$ cat config.mk
export PLATFORM = sky130hd
export DESIGN_NAME = multicycle_control_unit
export DESIGN_NICKNAME = d
export VERILOG_FILES = /design/src/rtl/multicycle_control_unit.sv
export SDC_FILE = /design/constraint.sdc
export NUM_CORES = 1
export LEC_CHECK = 0
export ABC_AREA = 1
export CAP_MARGIN = 20
export CELL_PAD_IN_SITES_DETAIL_PLACEMENT = 0
export CELL_PAD_IN_SITES_GLOBAL_PLACEMENT = 1
export CORE_AREA = 4 4 75 77
export CTS_BUF_LIST = sky130_fd_sc_hd__clkbuf_16
export DETAILED_ROUTE_END_ITERATION = 16
export DIE_AREA = 0 0 79 81
export PLACE_DENSITY_LB_ADDON = 0.1
export REMOVE_ABC_BUFFERS = 1
export SYNTH_ARGS = -nofsm -noshare
export SYNTH_HDL_FRONTEND = slang
export SYNTH_SLANG_ARGS = --single-unit
$ cat constraint.sdc
create_clock -name clk -period 4.2 [get_ports clk]
set_input_delay 1.05 -clock clk [delete_from_list [all_inputs] [get_ports clk]]
set_output_delay 1.05 -clock clk [all_outputs]
set_load 0.01 [all_outputs]
$ cat src/rtl/multicycle_control_unit.sv
// -----------------------------------------------------------------------------
// multicycle_control_unit
//
// Control FSM for a multicycle datapath. Each instruction walks
// FETCH -> DECODE -> EXEC -> [MEM] -> [WB] -> FETCH. Every control output
// is decoded from the state register and the latched instruction register
// (IR). The only exceptions are the input terms that the protocol makes
// same-cycle:
//   - the branch decision uses alu_zero in EXEC;
//   - a store retires in the MEM cycle that sees mem_ack.
//
// Optional feature: define MEM_TIMEOUT_EN to bound the MEM wait to
// TIMEOUT_CYC cycles. When it times out, mem_err pulses and the instruction
// retires without a register write. Without the macro, MEM waits
// indefinitely and mem_err is tied to 0.
//
// Handshake (instr_valid / instr_ready): an instruction transfers on a rising
// clk edge where both are 1. instr_ready is a function of registered state
// only, never of instr_valid. instr_ready is 1 only in FETCH, and only once
// reset has been released for at least one edge. instr_valid and instruction
// are ignored whenever instr_ready is 0.
//
// Ports
//   clk, reset          clock, synchronous active-high reset
//   instr_valid/ready   fetch handshake; instruction latched into IR on transfer
//   instruction         INSTR_W bits, opcode in the top 4 bits
//   mem_ack             memory completion, only observed in MEM
//   alu_zero            ALU result is zero, only observed in EXEC for branches
//   mem_r_en/mem_w_en   memory read/write strobes, held through MEM
//   reg_w_en            register file write, one cycle in WB
//   pc_en, pc_src       PC update and source (0 PC+1, 1 jump, 2 branch)
//   sel_w_source        write-back mux (0 ALU, 1 memory, 2 link)
//   reg_addr_0/1/w      register read/write addresses from IR fields
//   alu_op              opcode forwarded to the ALU
//   busy                1 in every state but FETCH
//   mem_err             MEM timeout pulse (0 unless MEM_TIMEOUT_EN)
//   retired_count       count of retired instructions, wraps at 16 bits
//   state_dbg           current FSM state encoding
// -----------------------------------------------------------------------------
module multicycle_control_unit #(
  parameter int INSTR_W     = 8,
  parameter int RA_W        = 2,
  parameter int TIMEOUT_CYC = 16
) (
  input  logic               clk,
  input  logic               reset,
  input  logic               instr_valid,
  output logic               instr_ready,
  input  logic [INSTR_W-1:0] instruction,
  input  logic               mem_ack,
  input  logic               alu_zero,
  output logic               mem_r_en,
  output logic               mem_w_en,
  output logic               reg_w_en,
  output logic               pc_en,
  output logic [1:0]         sel_w_source,
  output logic [1:0]         pc_src,
  output logic [RA_W-1:0]    reg_addr_0,
  output logic [RA_W-1:0]    reg_addr_1,
  output logic [RA_W-1:0]    reg_addr_w,
  output logic [3:0]         alu_op,
  output logic               busy,
  output logic               mem_err,
  output logic [15:0]        retired_count,
  output logic [2:0]         state_dbg
);

  if (TIMEOUT_CYC < 1) begin : g_timeout_cyc_invalid
    $error("multicycle_control_unit: TIMEOUT_CYC must be at least 1");
  end

  typedef enum logic [2:0] {
    S_FETCH  = 3'd0,
    S_DECODE = 3'd1,
    S_EXEC   = 3'd2,
    S_MEM    = 3'd3,
    S_WB     = 3'd4
  } state_t;

  localparam logic [3:0] OP_J   = 4'h8;
  localparam logic [3:0] OP_JAL = 4'h9;
  localparam logic [3:0] OP_LW  = 4'hA;
  localparam logic [3:0] OP_SW  = 4'hB;
  localparam logic [3:0] OP_BEQ = 4'hC;
  localparam logic [3:0] OP_BNE = 4'hD;

  localparam logic [1:0] PC_INC    = 2'd0;
  localparam logic [1:0] PC_JUMP   = 2'd1;
  localparam logic [1:0] PC_BRANCH = 2'd2;

  localparam logic [1:0] WSRC_ALU  = 2'd0;
  localparam logic [1:0] WSRC_MEM  = 2'd1;
  localparam logic [1:0] WSRC_LINK = 2'd2;

  state_t             state;
  logic [INSTR_W-1:0] ir;
  // Clear during reset so instr_ready stays low until the first edge after
  // reset is released, even though the state is already FETCH.
  logic               active;

  logic [3:0]      opcode;
  logic [RA_W-1:0] fld_a;
  logic [RA_W-1:0] fld_b;
  logic            is_j, is_jal, is_lw, is_sw, is_beq, is_bne;
  logic            branch_taken;

  assign opcode = ir[INSTR_W-1 -: 4];
  assign fld_a  = ir[RA_W-1:0];
  assign fld_b  = ir[2*RA_W-1:RA_W];

  assign is_j   = (opcode == OP_J);
  assign is_jal = (opcode == OP_JAL);
  assign is_lw  = (opcode == OP_LW);
  assign is_sw  = (opcode == OP_SW);
  assign is_beq = (opcode == OP_BEQ);
  assign is_bne = (opcode == OP_BNE);

  assign branch_taken = (is_beq & alu_zero) | (is_bne & ~alu_zero);

`ifdef MEM_TIMEOUT_EN
  localparam int WAIT_W = (TIMEOUT_CYC > 1) ? $clog2(TIMEOUT_CYC) : 1;
  // wait_cnt holds the number of MEM cycles already spent without mem_ack.
  // The timeout therefore fires in MEM cycle TIMEOUT_CYC.
  logic [WAIT_W-1:0] wait_cnt;
  logic              timeout_hit;
  assign timeout_hit = (wait_cnt == WAIT_W'(TIMEOUT_CYC - 1));
`endif

  // Decode fields straight from IR. They are valid from DECODE until the
  // instruction retires, because IR only reloads on the next handshake.
  assign reg_addr_0 = fld_a;
  assign reg_addr_1 = fld_b;
  assign alu_op     = opcode;
  assign state_dbg  = state;

  always_comb begin
    sel_w_source = WSRC_ALU;
    if (is_lw)       sel_w_source = WSRC_MEM;
    else if (is_jal) sel_w_source = WSRC_LINK;
  end

  always_comb begin
    case (opcode)
      4'h1, 4'h2, 4'h4, 4'h5: reg_addr_w = '0;
      OP_JAL:                 reg_addr_w = '1;
      default:                reg_addr_w = fld_b;
    endcase
  end

  always_comb begin
    instr_ready = 1'b0;
    busy        = 1'b0;
    mem_r_en    = 1'b0;
    mem_w_en    = 1'b0;
    reg_w_en    = 1'b0;
    pc_en       = 1'b0;
    pc_src      = PC_INC;
    mem_err     = 1'b0;
    case (state)
      S_FETCH: begin
        instr_ready = active;
      end
      S_DECODE: begin
        busy = 1'b1;
      end
      S_EXEC: begin
        busy = 1'b1;
        if (is_j) begin
          pc_en  = 1'b1;
          pc_src = PC_JUMP;
        end else if (is_beq || is_bne) begin
          pc_en  = 1'b1;
          pc_src = branch_taken ? PC_BRANCH : PC_INC;
        end
      end
      S_MEM: begin
        busy     = 1'b1;
        mem_r_en = is_lw;
        mem_w_en = is_sw;
        // A store finishes in the ack cycle itself; a load retires in WB.
        if (mem_ack && is_sw) pc_en = 1'b1;
`ifdef MEM_TIMEOUT_EN
        // An ack in the final window cycle still wins over the timeout.
        if (!mem_ack && timeout_hit) begin
          mem_err = 1'b1;
          pc_en   = 1'b1;
        end
`endif
      end
      S_WB: begin
        busy     = 1'b1;
        reg_w_en = 1'b1;
        pc_en    = 1'b1;
        pc_src   = is_jal ? PC_JUMP : PC_INC;
      end
      default: begin
        busy = 1'b1;
      end
    endcase
  end

  always_ff @(posedge clk) begin
    if (reset) begin
      state         <= S_FETCH;
      ir            <= '0;
      retired_count <= '0;
      active        <= 1'b0;
`ifdef MEM_TIMEOUT_EN
      wait_cnt      <= '0;
`endif
    end else begin
      active <= 1'b1;
      if (pc_en) retired_count <= retired_count + 16'd1;
      case (state)
        S_FETCH: begin
          if (instr_valid && instr_ready) begin
            ir    <= instruction;
            state <= S_DECODE;
          end
        end
        S_DECODE: begin
          state <= S_EXEC;
        end
        S_EXEC: begin
          if (is_j || is_beq || is_bne) begin
            state <= S_FETCH;
          end else if (is_lw || is_sw) begin
            state <= S_MEM;
`ifdef MEM_TIMEOUT_EN
            wait_cnt <= '0;
`endif
          end else begin
            // ALU ops, li/addi and jal all write back.
            state <= S_WB;
          end
        end
        S_MEM: begin
          if (mem_ack) begin
            state <= is_lw ? S_WB : S_FETCH;
`ifdef MEM_TIMEOUT_EN
            wait_cnt <= '0;
`endif
          end
`ifdef MEM_TIMEOUT_EN
          else if (timeout_hit) begin
            state    <= S_FETCH;
            wait_cnt <= '0;
          end else begin
            wait_cnt <= wait_cnt + 1'b1;
          end
`endif
        end
        S_WB: begin
          state <= S_FETCH;
        end
        default: begin
          state <= S_FETCH;
        end
      endcase
    end
  end

endmodule
==> summary.txt <==
Clock network
  • Clock sinks: 28
  • CTS Hold Bufs: 0
  • CTS resizes: 0
  • H-tree levels: 1
  • Clock buffer depth: 2
  • CTS root buffer: clkbuf_16
  • Clk_lat worst skew: 0.26 ns
  • TritonCTS clock tree: yes
  • Clock-pin slew on the worst setup and hold paths: 0.07 ns
  • Post-CTS setup buffers: 0
  • CTS Buf Count: 3

Worst setup path
  • Slowest CP cell: clkdlybuf4s50_1
  • Startpoint Class: input pin
  • Critical Path RT: approximately 3.2 ns
  • Slowest Stage Delay on Critical Path: 0.59 ns
  • Arr. time, crit path: between 2 and 2.5 ns
  • Delay-heaviest family, CP: buffers and inverters
  • Crit path from: alu_zero
  • CP bufs+invs: 2
  • Worst R2R Start: ir[7]$_SDFFE_PP0P_
  • Kind of critical path: input pin to output port
  • Most used cell along the critical path: clkdlybuf4s50_1
  • Critical-path cell list: clkdlybuf4s50_1 > xor2_1 > nand2_1 > nor4_1 > clkdlybuf4s50_1
  • Nature of the critical path endpoint: output port
  • Crit-path max FO: 1

Yosys
  • Main synth FF type: dfxtp_1
  • Ys Warns: 0
  • Syn_area_per_cell: 6.53 um^2
  • Commonest cells post-synth: 62 x nand2_1, 37 x nor2_1, 28 x dfxtp_1
  • Post-synth EDFFs: 0
  • Mapped cell area: 0.00160 mm^2
  • Seq/Total Area, Yosys: 35.0%
  • Post-synthesis register bit count: 28
  • Post-Syn Instances: 245
  • Post-synth top area share: 35.0%
  • Share of flip-flops with an asynchronous set or reset: 0%
  • Most frequent cell after synthesis: nand2_1
  • Area leader, netlist: dfxtp_1
  • Synth top area cells: dfxtp_1 35%, nand2_1 15%, nor2_1 8.7%
  • Netlist cell types: 28

Finish
  • NumNets Final: 309
  • Fill cell count: between 500 and 600
  • Area grow syn2layout: 39.4%
  • Cell area after layout: ~0.0022 mm^2
  • Antenna cells: 0
  • Fin util: 44.5%
  • Share of post-route cells with drive strength above 1: 6.12%

Power
  • Gate power share: 22.2%
  • Leak: 0.862 nW
  • Power density cells: 296 mW/mm^2
  • Internal power: approximately 0.47 mW
  • Sequential share of power: between 40% and 50%
  • Clock share of power: 33.5%
  • Max IR drop VDD: 147 uV
  • Switch Pwr: 0.186 mW
  • Switching share of total power: 28.2%

Die
  • I/O pins: 53
  • Die ar.: approximately 0.0064 mm^2
  • Die Wd: slightly below 80 um
  • Starting density of the core: between 30% and 40%
  • CORE AREA: 0.00501 mm^2
  • Rows: 26
  • Die Y: about 81 um

Routing
  • Overall routed net length: about 4.4 mm
  • Drt first pass iters: 4
  • DR DRC count: 0
  • Wire length per cell: 12.1 um
  • Initial DRC count: 83
  • DRT antenna net count: 0
  • Vias per Instance: 4.61
  • DR vias: 1679

Placed design
  • Post-placement cell area: 0.00215 mm^2
  • Post-DP HPWL: 3.30 mm
  • RePlAce Congestion: 0.795
  • I/O Buffers: 51

Min path
  • Min-delay src: ir[0]$_SDFFE_PP0P_
  • Worst min-delay path category: flop to flop

STA
  • Slew Limit Fails: 0
  • Final worst-path cycle share: approximately 84%
  • Count of final hold-check violations: 0
  • Setup violators final: 0
  • Clock skew: 0.00655 ns
  • Setup Total Neg Slack: 0 ns
  • Unrepaired setup endpoints after global routing: no
  • Max Freq: roughly 280 MHz
  • Hold WS: between 0.4 and 0.5 ns
  • Tmin final: ~3.5 ns

Global route
  • Number of antenna violations at the first check in global routing: 0
  • Largest net degree at the start of global routing: 21
  • Number of global-route vias before repair: 1663
  • First-pass GRT wire length: 7.53 mm
  • Grt ovf: 0
  • Gr usage total: around 14%

Status
  • Status: finished clean

Run
  • Maximum Capacitance Violations: 0
==> worst reg2reg max path, cell delays in order (launching register included) <==
cell,delay [ns]
dfxtp_1,0.47
nand2_1,0.15
nor2_2,0.17
nand3_4,0.14
nand3_4,0.10
buf_4,0.26
nand2_1,0.11
nand2_1,0.07
nand2_1,0.04
nor2_1,0.09
==> metrics by stage <==
stage          instances  power [mW]  setup WS [ns]
2_1_floorplan        237       0.371           1.57
3_3_place_gp         360       0.449          0.682
3_5_place_dp         360       0.446          0.672
4_1_cts              364       0.673          0.651
5_1_grt              364       0.695          0.580
6_report             364       0.660          0.671
==> cell families (layout without fill, tap and decap cells) <==
group	Yosys count	in the layout	synth area share, %
compound gates	32	32	10.3
xor+xnor	4	4	2.19
fa+ha+maj	1	1	0.782
buf+inv	35	84	10.2
flops	28	28	35.0
other cells	1	1	0.234
simple gates	144	144	41.3
==> state kept, by name, indices dropped and copies added, names as in the netlist <==
register	flops
retired_count	16
ir	8
state_dbg	3
active	1
==> power groups by stage <==
stage	Sequential [mW]	Clock, mW	Combinational, mW
5_1_grt	0.295	0.240	0.160
6_report	0.293	0.221	0.146
3_5_place_dp	0.298	0	0.147
3_3_place_gp	0.299	0	0.150
4_1_cts	0.293	0.233	0.148
2_1_floorplan	0.302	0	0.0685
==> placed cells by master (no fill, tap or decap), drive strengths merged <==
master and n:
o22ai 2, nand4 13, clkdlybuf4s50 51, ha 1
clkbuf 3, xor2 3, o21ai 8, nand2 66
o31ai 1, nor2 41, dfxtp 28, nor3 1
buf 2, clkinv 1, inv 27, xnor2 1
a21oi 21, nor4 1, conb 1, or2 1
nand3 21
==> metal layers <==
metal / routed length, um / part of all wire (%) / global-route usage (%)
met5: 0 / 0 / 0
met4: 5 / 0.11 / 2.92
met3: 273 / 6.2 / 3.66
met2: 2020 / 46 / 24.3
met1: 2110 / 48 / 18.7
==> final cells by class <==
cell class	count	area, um^2	share of cell area [%]
Multi-Input combinational cell	182	877	39.3
Sequential cell	28	561	25.1
Timing Repair Buffer	53	526	23.6
Inverter	27	101	4.54
Tap cell	70	87.6	3.93
Clock buffer	3	75.1	3.37
Clock inverter	1	3.75	0.168
==> path summary, 6_finish.rpt <==
| check | endpoint | depth (start not counted) | slack, ns |
|---|---|---|---|
| worst max-delay path | pc_src[1] | 5 | 0.67 |
| worst min-delay path | ir[0]$_SDFFE_PP0P_ | 2 | 0.47 |
| worst max register to register | retired_count[3]$_SDFFE_PP0P_ | 9 | 2.53 |
| worst min register to register | ir[0]$_SDFFE_PP0P_ | 2 | 0.47 |
(Power assumes the default switching activity.)
